===== config.mk =====
export PLATFORM = sky130hd
export DESIGN_NAME = cache_ctrl_flat
export DESIGN_NICKNAME = d
export VERILOG_FILES = /design/src/rtl/cache_ctrl_if.sv /design/src/rtl/cache_ctrl.sv /design/src/flat_wrapper.sv
export SDC_FILE = /design/constraint.sdc
export NUM_CORES = 1
export LEC_CHECK = 0
export CORE_MARGIN = 2
export CORE_UTILIZATION = 40
export DETAILED_ROUTE_END_ITERATION = 8
export GPL_TIMING_DRIVEN = 0
export PLACE_DENSITY = 0.83
export SLEW_MARGIN = 20
export SYNTH_ARGS = -nofsm -noshare
export SYNTH_HDL_FRONTEND = slang
export SYNTH_SLANG_ARGS = --single-unit

===== constraint.sdc =====
create_clock -name clk -period 2.21 [get_ports clk]
set_input_delay 0.442 -clock clk [delete_from_list [all_inputs] [get_ports clk]]
set_output_delay 0.442 -clock clk [all_outputs]
set_load 0.02 [all_outputs]

===== src/rtl/cache_ctrl_if.sv =====
// rtl/cache_ctrl_if.sv - request, cache-port and memory-port bundle for the miss/refill sequencer
// master = sequencer side, slave = pipeline/cache/memory side.
interface cache_ctrl_if #(
  parameter int DATA_WIDTH = 32,
  parameter int ADDR_WIDTH = 32,
  parameter int CNT_WIDTH  = 16
);
  logic                  req_valid;
  logic                  req_we;
  logic                  req_byte;
  logic [ADDR_WIDTH-1:0] req_addr;
  logic [DATA_WIDTH-1:0] req_wdata;
  logic                  stall;
  logic                  rsp_valid;
  logic [DATA_WIDTH-1:0] rsp_data;

  logic [ADDR_WIDTH-1:0] cache_addr;
  logic                  cache_hit;
  logic [DATA_WIDTH-1:0] cache_rdata;
  logic                  fill_we;
  logic [DATA_WIDTH-1:0] fill_d0;
  logic [DATA_WIDTH-1:0] fill_d1;
  logic [DATA_WIDTH-1:0] fill_d2;
  logic [DATA_WIDTH-1:0] fill_d3;
  logic                  cache_inv;

  logic                  mem_req;
  logic                  mem_we;
  logic [ADDR_WIDTH-1:0] mem_addr;
  logic [DATA_WIDTH-1:0] mem_wdata;
  logic                  mem_ready;
  logic [DATA_WIDTH-1:0] mem_rdata;

  logic [CNT_WIDTH-1:0]  hit_cnt;
  logic [CNT_WIDTH-1:0]  miss_cnt;

  modport master (
    input  req_valid, req_we, req_byte, req_addr, req_wdata,
    input  cache_hit, cache_rdata, mem_ready, mem_rdata,
    output stall, rsp_valid, rsp_data,
    output cache_addr, fill_we, fill_d0, fill_d1, fill_d2, fill_d3, cache_inv,
    output mem_req, mem_we, mem_addr, mem_wdata,
    output hit_cnt, miss_cnt
  );

  modport slave (
    output req_valid, req_we, req_byte, req_addr, req_wdata,
    output cache_hit, cache_rdata, mem_ready, mem_rdata,
    input  stall, rsp_valid, rsp_data,
    input  cache_addr, fill_we, fill_d0, fill_d1, fill_d2, fill_d3, cache_inv,
    input  mem_req, mem_we, mem_addr, mem_wdata,
    input  hit_cnt, miss_cnt
  );
endinterface


===== src/rtl/cache_ctrl.sv =====
// rtl/cache_ctrl.sv - miss/refill sequencer for the 4-set direct-mapped data cache
// Loads look up the cache and refill 4-word blocks on a miss; stores write through and invalidate the set.
module cache_ctrl #(
  parameter int DATA_WIDTH = 32,
  parameter int ADDR_WIDTH = 32,
  parameter int CNT_WIDTH  = 16
) (
  input  logic         clk,
  input  logic         rst,
  cache_ctrl_if.master bus
);
  typedef enum logic [2:0] {IDLE, LOOKUP, REFILL, FILL, WRITE} state_t;

  state_t                state;
  logic [1:0]            beat;
  logic [ADDR_WIDTH-1:0] cap_addr;
  logic                  cap_byte;
  logic [DATA_WIDTH-1:0] blk [4];
  logic [DATA_WIDTH-1:0] sel_word;

  assign sel_word       = blk[cap_addr[3:2]];
  assign bus.stall      = (bus.req_valid | (state != IDLE)) & ~bus.rsp_valid;
  assign bus.cache_addr = cap_addr;
  assign bus.fill_d0    = blk[0];
  assign bus.fill_d1    = blk[1];
  assign bus.fill_d2    = blk[2];
  assign bus.fill_d3    = blk[3];

  always_ff @(posedge clk) begin
    if (rst) begin
      state         <= IDLE;
      beat          <= 2'd0;
      cap_addr      <= '0;
      cap_byte      <= 1'b0;
      for (int i = 0; i < 4; i++) blk[i] <= '0;
      bus.rsp_valid <= 1'b0;
      bus.rsp_data  <= '0;
      bus.fill_we   <= 1'b0;
      bus.cache_inv <= 1'b0;
      bus.mem_req   <= 1'b0;
      bus.mem_we    <= 1'b0;
      bus.mem_addr  <= '0;
      bus.mem_wdata <= '0;
      bus.hit_cnt   <= '0;
      bus.miss_cnt  <= '0;
    end else begin
      bus.rsp_valid <= 1'b0;
      bus.fill_we   <= 1'b0;
      bus.cache_inv <= 1'b0;
      case (state)
        IDLE: begin
          // The rsp_valid cycle still shows the old request, so it is never re-accepted.
          if (bus.req_valid && !bus.rsp_valid) begin
            cap_addr <= bus.req_addr;
            cap_byte <= bus.req_byte;
            if (bus.req_we) begin
              state         <= WRITE;
              bus.mem_req   <= 1'b1;
              bus.mem_we    <= 1'b1;
              bus.mem_addr  <= {bus.req_addr[ADDR_WIDTH-1:2], 2'b00};
              bus.mem_wdata <= bus.req_wdata;
            end else begin
              state <= LOOKUP;
            end
          end
        end
        LOOKUP: begin
          if (bus.cache_hit) begin
            bus.rsp_valid <= 1'b1;
            bus.rsp_data  <= bus.cache_rdata;
            bus.hit_cnt   <= bus.hit_cnt + CNT_WIDTH'(1);
            state         <= IDLE;
          end else begin
            bus.miss_cnt <= bus.miss_cnt + CNT_WIDTH'(1);
            beat         <= 2'd0;
            bus.mem_req  <= 1'b1;
            bus.mem_we   <= 1'b0;
            bus.mem_addr <= {cap_addr[ADDR_WIDTH-1:4], 4'b0000};
            state        <= REFILL;
          end
        end
        REFILL: begin
          if (bus.mem_ready) begin
            blk[beat] <= bus.mem_rdata;
            if (beat == 2'd3) begin
              bus.mem_req <= 1'b0;
              state       <= FILL;
            end else begin
              beat         <= beat + 2'd1;
              bus.mem_addr <= {cap_addr[ADDR_WIDTH-1:4], beat + 2'd1, 2'b00};
            end
          end
        end
        FILL: begin
          bus.fill_we   <= 1'b1;
          bus.rsp_valid <= 1'b1;
          bus.rsp_data  <= cap_byte ? {{(DATA_WIDTH-8){1'b0}}, sel_word[7:0]} : sel_word;
          state         <= IDLE;
        end
        WRITE: begin
          if (bus.mem_ready) begin
            bus.mem_req   <= 1'b0;
            bus.mem_we    <= 1'b0;
            bus.cache_inv <= 1'b1;
            bus.rsp_valid <= 1'b1;
            state         <= IDLE;
          end
        end
        default: state <= IDLE;
      endcase
    end
  end
endmodule


===== src/flat_wrapper.sv =====
// flat-port wrapper written by rule: the top's interface ports become plain ports
module cache_ctrl_flat 
#(
  parameter int DATA_WIDTH = 32,
  parameter int ADDR_WIDTH = 32,
  parameter int CNT_WIDTH  = 16
)
  (clk, rst, bus_req_valid, bus_req_we, bus_req_byte, bus_req_addr, bus_req_wdata, bus_cache_hit, bus_cache_rdata, bus_mem_ready, bus_mem_rdata, bus_stall, bus_rsp_valid, bus_rsp_data, bus_cache_addr, bus_fill_we, bus_fill_d0, bus_fill_d1, bus_fill_d2, bus_fill_d3, bus_cache_inv, bus_mem_req, bus_mem_we, bus_mem_addr, bus_mem_wdata, bus_hit_cnt, bus_miss_cnt);
  cache_ctrl_if #(.DATA_WIDTH(DATA_WIDTH), .ADDR_WIDTH(ADDR_WIDTH), .CNT_WIDTH(CNT_WIDTH)) bus_i ();
  input  logic clk;
  input  logic rst;
  input wire logic [$bits(bus_i.req_valid)-1:0] bus_req_valid;
  input wire logic [$bits(bus_i.req_we)-1:0] bus_req_we;
  input wire logic [$bits(bus_i.req_byte)-1:0] bus_req_byte;
  input wire logic [$bits(bus_i.req_addr)-1:0] bus_req_addr;
  input wire logic [$bits(bus_i.req_wdata)-1:0] bus_req_wdata;
  input wire logic [$bits(bus_i.cache_hit)-1:0] bus_cache_hit;
  input wire logic [$bits(bus_i.cache_rdata)-1:0] bus_cache_rdata;
  input wire logic [$bits(bus_i.mem_ready)-1:0] bus_mem_ready;
  input wire logic [$bits(bus_i.mem_rdata)-1:0] bus_mem_rdata;
  output wire logic [$bits(bus_i.stall)-1:0] bus_stall;
  output wire logic [$bits(bus_i.rsp_valid)-1:0] bus_rsp_valid;
  output wire logic [$bits(bus_i.rsp_data)-1:0] bus_rsp_data;
  output wire logic [$bits(bus_i.cache_addr)-1:0] bus_cache_addr;
  output wire logic [$bits(bus_i.fill_we)-1:0] bus_fill_we;
  output wire logic [$bits(bus_i.fill_d0)-1:0] bus_fill_d0;
  output wire logic [$bits(bus_i.fill_d1)-1:0] bus_fill_d1;
  output wire logic [$bits(bus_i.fill_d2)-1:0] bus_fill_d2;
  output wire logic [$bits(bus_i.fill_d3)-1:0] bus_fill_d3;
  output wire logic [$bits(bus_i.cache_inv)-1:0] bus_cache_inv;
  output wire logic [$bits(bus_i.mem_req)-1:0] bus_mem_req;
  output wire logic [$bits(bus_i.mem_we)-1:0] bus_mem_we;
  output wire logic [$bits(bus_i.mem_addr)-1:0] bus_mem_addr;
  output wire logic [$bits(bus_i.mem_wdata)-1:0] bus_mem_wdata;
  output wire logic [$bits(bus_i.hit_cnt)-1:0] bus_hit_cnt;
  output wire logic [$bits(bus_i.miss_cnt)-1:0] bus_miss_cnt;
  assign bus_i.req_valid = bus_req_valid;
  assign bus_i.req_we = bus_req_we;
  assign bus_i.req_byte = bus_req_byte;
  assign bus_i.req_addr = bus_req_addr;
  assign bus_i.req_wdata = bus_req_wdata;
  assign bus_i.cache_hit = bus_cache_hit;
  assign bus_i.cache_rdata = bus_cache_rdata;
  assign bus_i.mem_ready = bus_mem_ready;
  assign bus_i.mem_rdata = bus_mem_rdata;
  assign bus_stall = bus_i.stall;
  assign bus_rsp_valid = bus_i.rsp_valid;
  assign bus_rsp_data = bus_i.rsp_data;
  assign bus_cache_addr = bus_i.cache_addr;
  assign bus_fill_we = bus_i.fill_we;
  assign bus_fill_d0 = bus_i.fill_d0;
  assign bus_fill_d1 = bus_i.fill_d1;
  assign bus_fill_d2 = bus_i.fill_d2;
  assign bus_fill_d3 = bus_i.fill_d3;
  assign bus_cache_inv = bus_i.cache_inv;
  assign bus_mem_req = bus_i.mem_req;
  assign bus_mem_we = bus_i.mem_we;
  assign bus_mem_addr = bus_i.mem_addr;
  assign bus_mem_wdata = bus_i.mem_wdata;
  assign bus_hit_cnt = bus_i.hit_cnt;
  assign bus_miss_cnt = bus_i.miss_cnt;
  cache_ctrl #(.DATA_WIDTH(DATA_WIDTH), .ADDR_WIDTH(ADDR_WIDTH), .CNT_WIDTH(CNT_WIDTH)) u_core (.clk(clk), .rst(rst), .bus(bus_i));
endmodule

---- After elaboration in Yosys (flattened, before gate mapping) ----
Memories as Yosys holds them, arrays and structs flattened. A register that Yosys moved wholly into a read port is not among the register bits.
Cells that the tools add are included.
word-level totals
  register bits after elaboration ......... 171
  memory bits (writable) .................. 128
  output and inout bits ................... 294
  memories kept ........................... 1
memory list
  memory      words  bits a word  rd ports  clocked after Yosys merged registers in  write ports  line              source
  u_core.blk  4      32           5         1                                        4            cache_ctrl.sv:18  logic [DATA_WIDTH-1:0] blk [4];
cells by class
  add/sub/neg operators ................... 3
  equal/unequal tests ..................... 13
  muxes and demuxes ....................... 43
  bitwise logic cells ..................... 5
  reductions and logical operators ........ 21
operator list
  cell                                                                     count
  32-bit 2-to-1 mux                                                        8
  32-bit case mux with 3 select lines                                      1
  32-bit case mux with 2 select lines                                      1
  16-bit by 1-bit adder with 16-bit output, second input constant          2
  32-bit OR reduction                                                      1
  1-bit 2-to-1 mux                                                         16
  3-bit 2-to-1 mux                                                         5
  2-bit 2-to-1 mux                                                         7
  2-bit inequality test, second input constant                             6
  3-bit case mux with 4 select lines                                       1
  3-bit nonzero test                                                       3
  2-bit AND reduction                                                      4
  4-bit AND reduction                                                      2
  7-bit AND reduction                                                      1
  3-bit by 2-bit equality test with 1-bit output, second input constant    2
  1-bit case mux with 3 select lines                                       2
  6-bit AND reduction                                                      1
  5-bit AND reduction                                                      1
  2-bit by 1-bit inequality test with 1-bit output, second input constant  2
  1-bit case mux with 4 select lines                                       1
  2-bit case mux with 2 select lines                                       1
  2-bit nonzero test                                                       2
  4-bit nonzero test                                                       1
  3-bit by 1-bit equality test with 1-bit output, second input constant    1
  11 further kinds                                                         13

---- Depth between registers and ports, before layout ----
  word-level depth ........................ 6
  mapped depth ............................ 8
  gate-level depth less buffers ........... 5

---- Least setup slack after synthesis ----
No wires, ideal clock.
  path kind ............................... register to register
  start ................................... register u_core.state[1]
  end ..................................... memory u_core.blk[3][0], enable pin
  setup time .............................. 377 ps
  arrival time ............................ 1717 ps
  data required time ...................... 1833 ps
  setup slack ............................. 117 ps
  stages on the path, launching flop included .. 7
  buffers on the path ..................... 3
  period minus slack after synthesis ...... 2093 ps
  path through ............................ dfxtp_1 -> buf_2 -> buf_2 -> buf_2 -> nand2_1 -> nor3_1 -> a31o_2
RTL lines
  what                    line              source
  start, declared         cache_ctrl.sv:14  state_t state;
  start signal, assigned  cache_ctrl.sv:31  state <= IDLE;
  start signal, assigned  cache_ctrl.sv:57  state <= WRITE;
  start signal, assigned  cache_ctrl.sv:63  state <= LOOKUP;
  end, declared           cache_ctrl.sv:18

---- Worst setup path after layout ----
  start ................................... register u_core.state[1]
  end ..................................... output port bus_stall
between the ends
  word-level cells in the longest chain between the ends .. 3
RTL lines
  what                line                source
  3-bit nonzero test  cache_ctrl.sv:22    assign bus.stall = (bus.req_valid | (state != IDLE)) & ~bus.rsp_valid;
  1-bit OR            cache_ctrl.sv:22
  1-bit AND           cache_ctrl.sv:22
  end, declared       flat_wrapper.sv:21  output wire logic [$bits(bus_i.stall)-1:0] bus_stall;
Every way passes these cells.

==> impl_metrics.tcl <==
set metrics [dict create \
    status "complete, no violations" \
    mostFrequentLayoutCells "clkdlybuf4s50_1 (424), dfxtp_1 (170), nand2_1 (162), a21oi_1 (139), and2_1 (130)" \
    synth.yosys.seq_area_share 0.581 \
    crit_fanout 10 \
    place_congestion 0.909 \
    io_pins 429 \
    r2r_start "u_core.state[1]$_SDFFE_PP0P_" \
    synth_top_area_share 0.307 \
    diodes 0 \
    synthFlopType "dfxtp_1" \
    vias 11100 \
    hold_path_depth 3 \
    synth_area_um2 12500 \
    drcViolationCount 0 \
    final_common_cell "clkdlybuf4s50_1" \
    critPathArrivalTime_ns 1.70 \
    dieHeight_um 181 \
    cts_tree "done" \
    numCtsBuffers 34 \
    start_util 0.408 \
    ir_worst_vdd_uv 681 \
    hold_path_end "u_core.bus.cache_inv$_SDFF_PP0_" \
    setup_viol 0 \
    synth_edf_count 128 \
    grt_pass1_wl_um 68900 \
    area_delta_synth_final_pct 49.7 \
    grt.overflow.total 0 \
    yosys.area.top_type "edfxtp_1" \
    hpwl_um 32700 \
    first_pass_iters 5 \
    grt_max_degree 17 \
    via_per_inst 5.43 \
    dpl.cell_count 1970 \
    crit_chain "clkbuf_4 > or3_4 > nor2_4 > nor2_1 > buf_4" \
    relSlewSlack 0.423 \
    antenna_found_initial 0 \
    r2r_cells 8 \
    hold_buffers 0 \
    crit_required_ns 1.77 \
    max_stage_delay_ns 0.36 \
    numPortBuffers 425 \
    track_usage 0.272 \
    cts_num_sinks 299 \
    clk_path_buf_depth 3 \
    rsz0062_at_grt "true" \
    reg2reg_setup_slack_ns 0.10 \
    h-tree-depth 2 \
    async_reset_ff_frac 0 \
    p_leak_nw 6.68 \
    power_density_nw_per_um2 750 \
    drt_first_iter_violations 719 \
    hold_viol 0 \
    hold_slack_ns 0.397 \
    antenna_left 0 \
    grt_pass1_vias 11500 \
    synth.avg_cell_area_um2 10.9 \
    cp-end-kind "output port" \
    critPathKind "flip-flop to output port" \
    period_needed_ns 2.14 \
    clock_latency_ns 0.50 \
    cp_slowest_cell "or3_4" \
    hp-class "primary input to flip-flop" \
    nets 1767 \
    drv_slew 0 \
    netlist_top_cells_area "edfxtp_1 (31%), dfxtp_1 (27%), and2_1 (6.5%), mux4_2 (5.8%), a21oi_1 (5.6%)" \
    avgRoutedWirePerCell_um 22.2 \
    cts.reportedPaths.clkPinSlew_ns 0.06 \
    finalCritPeriodShare 0.968 \
    post-place-ws_ns -1.42 \
    synth_cells 1148 \
    drv_cap 0 \
    instances_no_fill 2049 \
    fin_setup_tns_ns 0 \
    post-route-util 0.611 \
    critPathLaunchType "flip-flop" \
    yosysWarnings 0 \
    worst-slew-pin-transition_ns 0.866 \
    fmax_mhz 467 \
    r2r_end "u_core.blk[3][24]$_DFFE_PP_" \
    worst_slack_ns 0.0709 \
    synth-seq-cells 299 \
    synth_cell_type_count 56 \
    min_from "bus_mem_ready" \
    core_area_um2 30700 \
    dieArea_um2 32700 \
    row_count 64 \
    root_buffer "clkbuf_16" \
    layout-drive-gt1-share 0.106 \
    die_w_um 181 \
    totalWireLength_um 45500 \
    fin_skew_ns 0.0191 \
]
stage by stage:
step | cell area [um^2] | total power (W)
2_1_floorplan | 12500 | 0.00745
3_3_place_gp | 17300 | 0.00859
3_5_place_dp | 17300 | 0.00863
4_1_cts | 18700 | 0.0141
5_1_grt | 18700 | 0.0145
6_report | 18700 | 0.0141
kinds of logic (layout without fill, tap and decap cells):
kind of cell	Yosys count	count (layout)	share of synthesized area
and+or+nand+nor	440	442	0.181
DFF	299	299	0.581
AOI/OAI and AO/OA	225	227	0.105
buffers and inverters	98	598	0.0334
muxes	64	64	0.0837
xor gates and xnor gates	18	18	0.0126
adders and majority gates	3	3	0.00300
other	1	2	0.000300
routing by layer:
metal / routed length [um] / global-route usage
met1: 16800 / 0.314
met2: 22700 / 0.477
met5: 0 / 0
met4: 1530 / 0.0919
met3: 4480 / 0.0832
cells in the mapped netlist, drive strengths merged, types with 24 or more instances:
library cell / instances
dfxtp: 171
nand2: 162
a21oi: 139
and2: 130
edfxtp: 128
clkbuf: 56
nor2: 40
a211oi: 33
nor3: 33
mux4: 32
buf: 31
mux2i: 30
o22ai: 24
repair_timing:
action,4_1_cts,5_1_grt
pin swaps,9,0
setup endpoints to repair,315,230
setup buffers,13,2
gates resized for setup,37,24
cloned,4,0
worst max-delay path by stage:
stage | startpoint | end | slack, ns | depth (start not counted)
final | u_core.state[1]$_SDFFE_PP0P_ | bus_stall | 0.07 | 5
after CTS | u_core.state[1]$_SDFFE_PP0P_ | u_core.blk[1][10]$_SDFFCE_PN0P_ | 0.004 | 6
after global placement | rst | u_core.blk[0][18]$_SDFFCE_PN0P_ | -1.43 | 5
after global routing | u_core.state[2]$_SDFFE_PP0P_ | u_core.blk[1][6]$_SDFFCE_PN0P_ | -0.005 | 6
after detailed placement | rst | u_core.blk[0][18]$_SDFFCE_PN0P_ | -1.42 | 5
after floorplan | u_core.state[1]$_SDFFE_PP0P_ | u_core.blk[3][0]$_DFFE_PP_ | 0.12 | 6
cell type report:
cell class                      count  area, um^2
Multi-Input combinational cell    756        4970
Clock buffer                       44         930
Timing Repair Buffer              440        4480
Buffer                             87         420
Inverter                           11        41.3
Tap cell                          396         495
Clock inverter                     16         131
Sequential cell                   299        7270
Fill cell                        2386       11900
sequential cells by signal (all words and copies together), names as in the netlist, named ones only:
signal / cells
u_core.bus.hit_cnt: 16
u_core.bus.mem_wdata: 32
u_core.bus.cache_inv: 1
u_core.cap_byte: 1
u_core.bus.fill_we: 1
u_core.bus.miss_cnt: 16
u_core.bus.rsp_data: 32
u_core.blk: 128
u_core.bus.cache_addr: 32
u_core.bus.mem_req: 1
u_core.bus.mem_we: 1
u_core.bus.mem_addr: 30
u_core.state: 3
u_core.bus.rsp_valid: 1
u_core.beat: 2
critical path, delay by kind of cell (launching register included):
kind | cells | cell delay, ns
buf+inv | 2 | 0.35
flops | 1 | 0.33
simple gates | 3 | 0.53
power by group:
part           switching (W)  internal [W]  total (W)
Combinational        0.00128       0.00110    0.00238
Sequential          0.000196       0.00604    0.00623
Clock                0.00224       0.00320    0.00544
Total                0.00372        0.0103     0.0141
No activity file was read; power rests on OpenSTA's default activity.
